`src/rtl/park_gate_ctrl.sv`:
```
// park_gate_ctrl: parking-lot barrier controller.
//
// Serves entry/exit requests from one-cycle key pulses. Each accepted request raises its
// barrier for exactly OPEN_CYCLES clocks and adjusts the occupancy count. A request that
// arrives while a barrier is up is held in a one-deep pending slot and evaluated in the
// single idle cycle after the barrier drops.
//
// Ports:
//   CLOCK_50         in   system clock, rising edge
//   resetn           in   asynchronous active-low reset
//   enter_pressed    in   one-cycle entry request pulse
//   esc_pressed      in   one-cycle exit request pulse
//   entry_gate_open  out  entry barrier raised
//   exit_gate_open   out  exit barrier raised
//   occupancy        out  number of parked cars [CNT_W-1:0]
//   lot_full         out  occupancy == CAPACITY
//   lot_empty        out  occupancy == 0
//   reject           out  one-cycle pulse when a request is refused or dropped

module park_gate_ctrl #(
  parameter int unsigned CAPACITY    = 8,
  parameter int unsigned CNT_W       = 4,
  parameter int unsigned OPEN_CYCLES = 50000000
) (
  input  logic             CLOCK_50,
  input  logic             resetn,
  input  logic             enter_pressed,
  input  logic             esc_pressed,
  output logic             entry_gate_open,
  output logic             exit_gate_open,
  output logic [CNT_W-1:0] occupancy,
  output logic             lot_full,
  output logic             lot_empty,
  output logic             reject
);

  // Timer counts OPEN_CYCLES-1 down to 0, so it only needs to hold OPEN_CYCLES-1.
  localparam int unsigned      TimerW    = $clog2(OPEN_CYCLES);
  localparam logic [TimerW-1:0] TimerLoad = TimerW'(OPEN_CYCLES - 1);
  localparam logic [CNT_W-1:0]  CapVal    = CNT_W'(CAPACITY);

  typedef enum logic [1:0] {
    StIdle,
    StEntryOpen,
    StExitOpen
  } state_e;

  state_e             state_q, state_d;
  logic [TimerW-1:0]  timer_q, timer_d;
  logic [CNT_W-1:0]   occ_q, occ_d;
  logic               pend_valid_q, pend_valid_d;
  logic               pend_exit_q, pend_exit_d;  // pending direction: 1 = exit, 0 = entry
  logic               reject_q, reject_d;

  logic               full, empty;
  logic               serve_req;   // a request is evaluated against full/empty this cycle
  logic               serve_exit;  // direction of the request being evaluated
  logic               hold_rules;  // incoming pulses go to the pending slot, not served
  logic               slot_free;   // pending slot can accept a new request this cycle

  assign full  = (occ_q == CapVal);
  assign empty = (occ_q == '0);

  // State register
  always_ff @(posedge CLOCK_50 or negedge resetn) begin
    if (!resetn) begin
      state_q      <= StIdle;
      timer_q      <= '0;
      occ_q        <= '0;
      pend_valid_q <= 1'b0;
      pend_exit_q  <= 1'b0;
      reject_q     <= 1'b0;
    end else begin
      state_q      <= state_d;
      timer_q      <= timer_d;
      occ_q        <= occ_d;
      pend_valid_q <= pend_valid_d;
      pend_exit_q  <= pend_exit_d;
      reject_q     <= reject_d;
    end
  end

  // Next-state logic
  always_comb begin
    state_d      = state_q;
    timer_d      = timer_q;
    occ_d        = occ_q;
    pend_valid_d = pend_valid_q;
    pend_exit_d  = pend_exit_q;
    reject_d     = 1'b0;
    serve_req    = 1'b0;
    serve_exit   = 1'b0;
    hold_rules   = 1'b0;
    slot_free    = !pend_valid_q;

    unique case (state_q)
      StIdle: begin
        if (pend_valid_q) begin
          // Serve the held request; the slot is consumed this cycle, so fresh pulses
          // may refill it under the same rules as during an open barrier.
          serve_req    = 1'b1;
          serve_exit   = pend_exit_q;
          pend_valid_d = 1'b0;
          hold_rules   = 1'b1;
          slot_free    = 1'b1;
        end else if (esc_pressed) begin
          serve_req  = 1'b1;
          serve_exit = 1'b1;
          // Simultaneous pulses: exit wins, entry waits in the slot.
          if (enter_pressed) begin
            pend_valid_d = 1'b1;
            pend_exit_d  = 1'b0;
          end
        end else if (enter_pressed) begin
          serve_req  = 1'b1;
          serve_exit = 1'b0;
        end
      end
      StEntryOpen, StExitOpen: begin
        hold_rules = 1'b1;
        if (timer_q == '0) begin
          state_d = StIdle;
        end else begin
          timer_d = timer_q - TimerW'(1);
        end
      end
      default: begin
        state_d = StIdle;
      end
    endcase

    // Full/empty checks keep occupancy from ever wrapping.
    if (serve_req) begin
      if (serve_exit) begin
        if (empty) begin
          reject_d = 1'b1;
        end else begin
          state_d = StExitOpen;
          timer_d = TimerLoad;
          occ_d   = occ_q - CNT_W'(1);
        end
      end else begin
        if (full) begin
          reject_d = 1'b1;
        end else begin
          state_d = StEntryOpen;
          timer_d = TimerLoad;
          occ_d   = occ_q + CNT_W'(1);
        end
      end
    end

    if (hold_rules) begin
      if (enter_pressed && esc_pressed) begin
        // Exit is kept if there is room; entry is always dropped.
        reject_d = 1'b1;
        if (slot_free) begin
          pend_valid_d = 1'b1;
          pend_exit_d  = 1'b1;
        end
      end else if (enter_pressed || esc_pressed) begin
        if (slot_free) begin
          pend_valid_d = 1'b1;
          pend_exit_d  = esc_pressed;
        end else begin
          reject_d = 1'b1;
        end
      end
    end
  end

  // Outputs: decodes of registered state only
  always_comb begin
    entry_gate_open = (state_q == StEntryOpen);
    exit_gate_open  = (state_q == StExitOpen);
    occupancy       = occ_q;
    lot_full        = full;
    lot_empty       = empty;
    reject          = reject_q;
  end

endmodule
```
`config.mk`:
```
export PLATFORM = sky130hd
export DESIGN_NAME = park_gate_ctrl
export DESIGN_NICKNAME = d
export VERILOG_FILES = /design/src/rtl/park_gate_ctrl.sv
export SDC_FILE = /design/constraint.sdc
export NUM_CORES = 1
export LEC_CHECK = 0
export BUFFER_PORTS_ARGS = -buffer_cell sky130_fd_sc_hd__buf_4
export CAP_MARGIN = 10
export CORE_UTILIZATION = 45
export DETAILED_ROUTE_END_ITERATION = 10
export SYNTH_ARGS = -nofsm -noshare
export SYNTH_HDL_FRONTEND = slang
export SYNTH_SLANG_ARGS = --single-unit
```
`constraint.sdc`:
```
create_clock -name CLOCK_50 -period 3.2 [get_ports CLOCK_50]
set_input_delay 0.48 -clock CLOCK_50 [delete_from_list [all_inputs] [get_ports CLOCK_50]]
set_output_delay 0.48 -clock CLOCK_50 [all_outputs]
set_load 0.01 [all_outputs]
```
; ---- Word level (Yosys, flattened, before mapping)
; Index checks and enable logic that the tools add are counted.
[totals]
ff_bits = 35
[classes]
add_sub_neg = 3
eq_ne = 5
muxes = 50
reduce_logical = 8
[op_table]
columns = cell, count
row1 = 2-to-1 mux 26 bit, 6
row2 = 2-to-1 mux 1 bit, 34
row3 = logical NOT 26 bit, 1
row4 = subtractor 26 x 1 -> 26 bit (second input constant), 1
row5 = 2-to-1 mux 4 bit, 3
row6 = 2-to-1 mux 2 bit, 5
row7 = adder 4 x 1 -> 4 bit (second input constant), 1
row8 = equality test 4 bit (second input constant), 1
row9 = logical NOT 4 bit, 1
row10 = case mux 2 bit (2 select lines), 1
row11 = subtractor 4 x 1 -> 4 bit (second input constant), 1
row12 = AND reduction 3 bit, 1
row13 = equality test 2 x 1 -> 1 bit (second input constant), 1
row14 = equality test 2 bit (second input constant), 1
row15 = logical NOT 2 bit, 1
row16 = inequality test 2 x 1 -> 1 bit (second input constant), 1
row17 = inequality test 2 bit (second input constant), 1
row18 = case mux 1 bit (2 select lines), 1
row19 = OR reduction 2 bit, 1
row20 = logical AND 1 bit, 1
row21 = logical NOT 1 bit, 1
row22 = logical OR 1 bit, 1

; ---- Longest topological paths before layout
; Gate-level depths: netlist of the first run.
[logic_depth]
depth_word = 9
mapped_depth = 11
mapped_depth_nobuf = 10

; ---- Worst setup path before layout of the first run
; No wires, ideal clock.
[synth_timing]
path_type = reg-to-reg
start = register timer_q[3]
end = register timer_q[25]
arrival_ps = 2459
path_slack_ps = 654
stages_incl_launch_ff = 8
path_buffers = 2
period_less_slack_ps = 2546
path_cell_list = dfrtp_1 or4_4 buf_6 or3_4 or3b_1 buf_2 or4_1 o211ai_1
[synth_between]
elab_chain_len = 6
elab_cells_between_ends = 8
classes_between = add/sub (1) / mux (6) / reduce/logical (1)
[synth_lines]
columns = element, line
row1 = "start, declared", 49  ; logic [TimerW-1:0] timer_q, timer_d;
row2 = "start signal, assigned", 75  ; timer_q <= timer_d;
row3 = subtractor 26 x 1 -> 26 bit / logical NOT 26 bit (equally long branches), "124, 121"
row4 = 2-to-1 mux 26 bit *, 121  ; if (timer_q == '0) begin
row5 = 2-to-1 mux 26 bit *, 96  ; unique case (state_q)
row6 = "2-to-1 mux 26 bit, on equally long branches", "143, 135"
row7 = 2-to-1 mux 26 bit, 134  ; if (serve_exit) begin
row8 = 2-to-1 mux 26 bit *, 133  ; if (serve_req) begin
row9 = net timer_d[25], 49
; Mark *: on every way through the listed nets, which the timed path passes. The rest lies on a longest branch.
; A chain may end at the register's enable or synchronous reset.

; ---- Final worst setup path of the first run
[layout_timing]
start = register timer_q[12]
end = register timer_q[23]
; The elaborated chain is that of the path after synthesis.

==> results of run 1 <==
==> cell usage after synthesis, types with 2 or more instances <==
cell type  count
o21ai_0        9
o41ai_1        2
or3_1          7
o31ai_1       11
a21oi_1        9
xnor2_1        3
o211ai_1       8
buf_2          5
nand3_1        6
clkbuf_1       4
or2_2          2
nand2b_1       2
or4_1         16
o21ai_1        2
a21o_1         2
nor3_1         6
nor4_1         7
or4_4          2
dfrtp_1       35
and2_1         2
inv_1         10
and3_1         2
xor2_1         5
mux2i_1        3
nor2_1        11
nor2b_1        3
nand3b_1       5
ha_1           8
nand2_1       10
==> power by group through the flow <==
stage               logic, mW  registers [mW]  clock network, mW
detailed placement     0.0213           0.454                  0
global placement       0.0204           0.454                  0
CTS                    0.0213           0.445              0.424
global route           0.0242           0.445              0.443
floorplan             0.00557           0.454                  0
finish                 0.0203           0.445              0.414
==> state kept, by name, summed over array words and instances (netlist names) <==
register and count:
pend_valid_q 1, reject 1, state_q 2, timer_q 26, occupancy 4, pend_exit_q 1
==> layout make-up <==
class / count / area share
clock buffer: 6 / 0.0356
clock inverter: 2 / 0.0151
inverter: 10 / 0.0162
multi-input combinational: 158 / 0.475
sequential: 35 / 0.378
tap: 52 / 0.0281
timing repair buffer: 16 / 0.0518
==> cell families after synthesis <==
logic type | after synthesis
muxes | 3
AOI/OAI and AO/OA | 49
DFF | 35
xor gates and xnor gates | 8
and+or+nand+nor | 88
buffers and inverters | 21
adders and majority gates | 10
==> layer usage <==
layer,GRT usage,vias to the layer above
li1,-,832
met1,0.248,802
met2,0.347,33
met3,0.0494,12
met4,0.0933,0
met5,0,-
==> worst max-delay path by stage <==
stage / start / cells after the start / slack [ns] / end
final: timer_q[12] / 5 / 0.52 / timer_q[23]
after global routing: timer_q[12] / 5 / 0.35 / timer_q[23]
after CTS: timer_q[12] / 5 / 0.53 / timer_q[25]
after detailed placement: timer_q[12] / 5 / 0.54 / timer_q[25]
after global placement: timer_q[12] / 5 / 0.60 / timer_q[23]
after floorplan: timer_q[3] / 7 / 0.65 / timer_q[25]
==> metrics by stage <==
| step | hold WS, ns | instances |
|---|---|---|
| global placement | 0.458 | 271 |
| detailed placement | 0.469 | 271 |
| floorplan | 0.184 | 214 |
| global route | 0.177 | 279 |
| finish | 0.138 | 279 |
| CTS | 0.154 | 279 |
==> results by stage, run 1 <==
STA:
- The clock period could shrink to approximately 2.7 ns.
- The maximum achievable frequency is approximately 370 MHz.
- At the pin with the least slew margin, the transition time is between 0.7 and 0.8 ns.
- Setup repair after global routing left no endpoint under its margin.
- Across all setup checks in the final design, the least slack found is about 0.52 ns.
- The period utilization is 0.836.
- The number of max-slew violations in the final report is 0.
- In this run the tightest slew margin relative to its limit is 0.482.
- After routing, the total negative slack on setup checks comes to 0 ns.
- The clock arrives with just over 0.006 ns of skew.
- The hold violation count in the final report is 0.
- Setup violations remaining at the end of the flow were counted as 0.

Synth:
- The XOR/XNOR share of the synthesized area is 0.0339.
- Of the post-synthesis cell area, the dominant cell type holds 0.423.
- The cell accounting for the most synthesized area is dfrtp_1.
- The warning count from the yosys run is 0.
- Measured against the total synthesized area, the mux share comes to 0.0145.
- Of the synthesized area, sequential elements account for 0.423.
- The summed instance area of the synthesized netlist is 0.00207 mm².
- Of the total synthesized cell area, the portion taken by AND, OR, NAND and NOR gates is 0.262.
- The adder and majority cell fraction of the synthesized area is 0.0629.
- The number of storage elements in the synthesis netlist is 35.
- The average cell area after synthesis is 9.67 µm².
- Synthesis produced a netlist with a net count of ~230.
- The async set or reset register ratio after synthesis is 1.00.
- By area, the combinational part of the netlist is dominated by simple AND/OR/NAND/NOR gates.
- Synthesis instantiated 46 different standard cells from the library.
- The complex-gate fraction of the synthesized area is 0.159.
- The synthesized design contains 0 enable-type register cells.
- The gate count after technology mapping is about 210.
- The most used flip-flop cell after synthesis is dfrtp_1.
- Yosys attributes the largest share of cell area to dfrtp_1, or4_1, ha_1.

Setup path:
- The launch instance of the worst register-to-register path is timer_q[12].
- The cell type group with the largest total delay on the critical path is simple AND/OR/NAND/NOR gates.
- Data on the critical path is required at its endpoint by 3.41 ns.
- The maximum fanout count along the critical path is 9.
- The critical path goes through or4_4 -> or3_1 -> or3b_1 -> nor4_1 -> mux2i_1.
- The element type at the critical path end is a register.
- The depth of the most critical reg-to-reg path is 5.
- The type of the setup path with the least slack is register to register.
- The register-to-register path setup slack is around 0.52 ns.
- The number of buffers and inverters on the critical path is 0.
- At the worst endpoint, the arrival time is just under 3 ns.
- The worst register-to-register path ends at timer_q[23].
- The type of element launching the critical path is a register.
- The highest cell delay on the worst timing path is 0.57 ns.
- The library cell contributing the largest single delay on the critical path is or4_4.

Cells and area:
- The fraction of layout cells with a size suffix above 1 is 0.137.
- The antenna diode count is 0.
- Leaving out fill and tap cells, the most frequent cells in the layout are dfrtp_1, or4_1, buf_4.
- After filler insertion, the fill cell instance count of the layout stands at approximately 400.
- The share of the core filled with cells is 0.529.
- The final-stage net count is 239.
- The synthesis-to-layout area growth is 12.0%.
- Once layout is done, the placed cells without fillers occupy about 0.0023 mm².
- The leading cell type in the layout, fill and taps excluded is dfrtp_1.
- Registers take approximately 900 µm².
- Summing all multi-input logic gate instances after layout gives 0.00110 mm².

Place:
- The quantity of I/O buffers inserted on ports is 12.
- After detailed placement, the total cell area comes to around 0.0022 mm².
- The post-place setup slack is 0.539 ns.
- Detailed placement finished with a half-perimeter wire length of about 3.1 mm.
- Routability-driven placement finished with a final weighted congestion of approximately 0.77.

Global route:
- The number of global-route vias before repair is 1,821.
- The initial antenna violation count is 0.
- Entering global routing, the biggest net connects 36 pins.
- The total routing usage reported by global routing is 0.206.
- The total overflow left after global routing is 0.
- The wire length of the first global-routing pass is around 8 mm.

Route:
- The routed length on met1 is roughly 2.1 mm.
- After detailed routing, no signal wire sits above met4.
- The residual antenna-violating net count after detailed routing is 0.
- The iteration-0 DRC count of the detailed router is 88.
- Before antenna repair, the detailed router went through 4 iterations.
- In the detailed route, the total length drawn on met2 is between 2 and 2.5 mm.
- After detailed routing, the met3 layer carries between 150 and 200 µm of wire.
- The detailed router placed between 1,500 and 2,000 vias in this run.
- The post-detailed-routing wire length is around 4.5 mm.
- Dividing the detail-routed wire length by the instance count gives 16.2 µm.
- In the routed design, unresolved DRC markers number 0.
- The via count normalized by instance count is 6.02.

Power:
- The power after layout is about 0.9 mW.
- The analysis attributes to cell leakage a power of ~0.9 nW.
- The analysis attributes to net switching a power of approximately 0.18 mW.
- Across the VDD grid, the largest voltage drop is ~0.17 mV.
- The share of total power dissipated in the clock network is 0.470.
- Of the total power, the share spent switching nets is 0.201.
- The internal portion of total power is between 0.7 and 0.8 mW.
- The share of power burned in combinational logic is 0.023.
- Of the total power, registers draw 0.506.
- For this design the ratio of total power to cell area is approximately 380 mW/mm².

Clock tree:
- For the worst-skew pair, the clock arrives at the later sink with an insertion delay of 0.29 ns.
- The CTS H-tree depth is 2.
- The clock drives 35 sinks.
- The clock tree from TritonCTS is done.
- The longest clock path from root to sink contains 2 buffers.
- Post-CTS timing repair inserted 0 buffers for setup.
- The hold buffer count at CTS is 0.
- The clock-pin slew of the registers on the worst-case setup and hold paths is about 0.070 ns.
- TritonCTS created 5 clock buffers.
- The cell sitting at the root of the clock tree is a clkbuf_8.
- The number of resized instances in the post-cts repair step is 0.

Run status:
- The flow ran to the end, and the final reports show no timing, DRC or antenna violations.

Floorplan:
- In this run the count of I/O pins placed on the die edge is 13.
- The area of the core is approximately 0.0044 mm².
- The die height is 69.8 µm.
- The effective utilization at floorplan is 0.472.
- The number of rows created at floorplan is 24.
- The floorplan step defined a die boundary enclosing roughly 0.0049 mm².
- The die boundary width is about 70 µm.

Min path:
- The worst hold path belongs to the class input port to asynchronous set/reset pin.

Job:
- The tool flagged a number of max-cap violations equal to 0.
Power figures use the tool's default switching activity.
==> run 2: changes to the inputs <==
==> constraint.sdc (replaced) <==
create_clock -name CLOCK_50 -period 2.7 [get_ports CLOCK_50]
set_input_delay 0.405 -clock CLOCK_50 [delete_from_list [all_inputs] [get_ports CLOCK_50]]
set_output_delay 0.405 -clock CLOCK_50 [all_outputs]
set_load 0.01 [all_outputs]
==> results by stage, run 2 (synthesis results as in run 1) <==
Cells and area:
- The share of the core filled with cells is 0.538 (was 0.529).
- The register with the highest flop count is timer_q (unchanged).
- The synthesis-to-layout area growth came to 13.9% (was 12.0%).
- The number of filler instances in the final layout is 389 (was 403).
- The number of flip-flops in the largest register is 26 (unchanged).
- The final-stage net count is 244 (was 239).
- The final design instance area without fill is 0.00236 mm² (was 0.00232 mm²).
- The antenna diode count was 0 (unchanged).
- The fraction of layout cells with a size suffix above 1 is 0.159 (was 0.137).
- Top library cells by usage in the layout, fill and taps aside: dfrtp_1, buf_4, or4_1 (was dfrtp_1, or4_1, buf_4).
- The leading cell type in the layout, fill and taps excluded is dfrtp_1 (unchanged).

Floorplan:
- The die boundary width was 69.8 µm (unchanged).
- The effective utilization at floorplan is 0.472 (unchanged).
- The top-level I/O count is 13 (unchanged).
- The area of the core is 0.00438 mm² (unchanged).
- The die height was 69.8 µm (unchanged).
- The number of rows created at floorplan is 24 (unchanged).
- The die footprint is 0.00487 mm² (unchanged).

STA:
- The clock tree skew after final layout came to 0.00630 ns (was 0.00612 ns).
- The number of max-slew violations in the final report is 0 (unchanged).
- The worst hold slack after final layout is 0.0656 ns (was 0.138 ns).
- The hold violation count in the final report came to 0 (unchanged).
- The total negative slack for setup checks was 0 ns (unchanged).
- The setup slack of the critical path after layout is 0.144 ns (was 0.524 ns).
- The period utilization is 0.947 (was 0.836).
- The number of setup violations in the final report came to 0 (unchanged).
- The shortest period the worst path allows is 2.56 ns (was 2.68 ns).
- Unrepaired setup endpoints after global routing: no (unchanged).
- The maximum achievable frequency is 391 MHz (was 374 MHz).
- The transition time at the pin with the least slew margin is 0.441 ns (was 0.777 ns).
- The worst slew slack as a fraction of its limit is 0.702 (was 0.482).

Route:
- The iteration-0 DRC count of the detailed router is 102 (was 88).
- The residual antenna-violating net count after detailed routing is 0 (unchanged).
- The number of remaining DRC errors is 0 (unchanged).
- The post-detailed-routing wire length is 4.75 mm (was 4.52 mm).
- The via count normalized by instance count was 6.03 (was 6.02).
- The average detailed-routed wire length per instance was 16.7 µm (was 16.2 µm).
- The total via count in the routed design came to 1,713 (was 1,679).
- The first-pass iteration count of the detailed router is 4 (unchanged).

Global route:
- The initial antenna violation count is 0 (unchanged).
- The routing usage on met1 came to 0.297 (was 0.248).
- The total grt overflow came to 0 (unchanged).
- The wire length of the first global-routing pass is 8.63 mm (was 8.02 mm).
- The met3 track utilization from global routing came to 0.0465 (was 0.0494).
- The largest net degree at the start of global routing is 36 (unchanged).
- The total routing usage reported by global routing is 0.220 (was 0.206).
- The number of global-route vias before repair is 1,754 (was 1,821).
- The global-route met2 utilization is 0.353 (was 0.347).
- The most congested layer reported by global routing is met2 (unchanged).

Place:
- The placed wire-length estimate after detailed placement was 3.40 mm (was 3.15 mm).
- The routability congestion estimate from global placement is 0.834 (was 0.771).
- The post-place setup slack is 0.103 ns (was 0.539 ns).
- The placed instance area is 0.00224 mm² (was 0.00220 mm²).
- The quantity of I/O buffers inserted on ports is 12 (unchanged).

Setup path:
- The buffering stage count on the worst path with inverters included is 1 (was 0).
- The element type at the critical path end is a register (unchanged).
- The cell seen most often among critical-path stages is or4_1.
- The maximum fanout count along the critical path is 14 (was 9).
- The depth of the most critical reg-to-reg path is 6 (was 5).
- The register-to-register path setup slack is 0.14 ns (was 0.52 ns).
- The type of the setup path with the least slack is register to register (unchanged).
- The data required time of the worst path is 2.87 ns (was 3.41 ns).
- Chain of cells forming the critical path: or4_1 -> or4_1 -> o211ai_1 -> buf_4 -> xor2_1 -> nand2_1 (was or4_4 -> or3_1 -> or3b_1 -> nor4_1 -> mux2i_1).
- The reg-to-reg critical path endpoint is timer_q[3] (was timer_q[23]).
- The library cell contributing the largest single delay on the critical path is or4_1 (was or4_4).
- The worst path arrival time was 2.72 ns (was 2.89 ns).
- The type of element launching the critical path is a register (unchanged).
- The launch instance of the worst register-to-register path is timer_q[18] (was timer_q[12]).
- The highest cell delay on the worst timing path is 0.68 ns (was 0.57 ns).
- The cell type group with the largest total delay on the critical path is simple AND/OR/NAND/NOR gates (unchanged).

Clock tree:
- The clock latency of the later-clocked register in the worst-skew pair came to 0.29 ns (about the same).
- The number of clock sinks seen by CTS is 35 (unchanged).
- The hold buffer count at CTS is 0 (unchanged).
- The clock tree from TritonCTS is done (unchanged).
- The CTS H-tree depth came to 2 (unchanged).
- The number of buffers created by CTS is 5 (unchanged).
- The clock-pin slew of the registers on the worst-case setup and hold paths is 0.07 ns (about the same).
- The cell at the root of the clock tree was clkbuf_8 (unchanged).
- The number of buffers between clock root and the deepest sink is 2 (unchanged).

Job:
- The max-cap violation count is 0 (unchanged).

Power:
- The leakage power figure is 0.934 nW (was 0.910 nW).
- The maximum VDD drop is 0.288 mV (was 0.172 mV).
- The power density of the placed cells is 444 mW/mm² (was 380 mW/mm²).

Run status:
- Run status: finished, final reports clean (unchanged).

Min path:
- The kind of path behind the tightest hold check is input port to asynchronous set/reset pin (unchanged).
-- run 2: routing by layer --
metal	vias up	wire length, µm
li1	837	-
met1	830	2220
met2	41	2290
met3	5	197
met4	0	51
met5	-	0
-- run 2: repair_timing --
action | 4_1_cts | 5_1_grt
endpoints found under the setup margin | 0 | 2
setup buffers | 0 | 0
gates resized for setup | 0 | 1
-- run 2: cell type report --
| type | instances | area [µm²] | area share |
|---|---|---|---|
| timing repair buffer | 21 | 158 | 0.0669 |
| clock inverter | 2 | 35.0 | 0.0149 |
| multi-input combinational | 158 | 1100 | 0.468 |
| sequential | 35 | 876 | 0.372 |
| tap | 52 | 65.1 | 0.0276 |
| clock buffer | 6 | 82.6 | 0.0350 |
| inverter | 10 | 37.5 | 0.0159 |
-- run 2: stage by stage --
| stage | cells | total power [mW] |
|---|---|---|
| after floorplan | 214 | 0.545 |
| after global placement | 276 | 0.562 |
| after detailed placement | 276 | 0.563 |
| after CTS | 284 | 1.05 |
| after global routing | 284 | 1.09 |
| final | 284 | 1.05 |
-- run 2: worst max-delay path by stage --
stage / to / startpoint / cells past startpoint / slack, ns
after floorplan: timer_q[25] / timer_q[3] / 7 / 0.15
after global placement: timer_q[25] / timer_q[3] / 5 / 0.16
after detailed placement: timer_q[25] / timer_q[3] / 5 / 0.10
after CTS: timer_q[25] / timer_q[3] / 5 / 0.08
after global routing: timer_q[3] / timer_q[18] / 6 / 0.04
final: timer_q[3] / timer_q[18] / 6 / 0.14
-- run 2: power by group --
group	switching, mW	internal [mW]
clock	0.196	0.299
sequential	0.00137	0.526
combinational	0.0163	0.00847
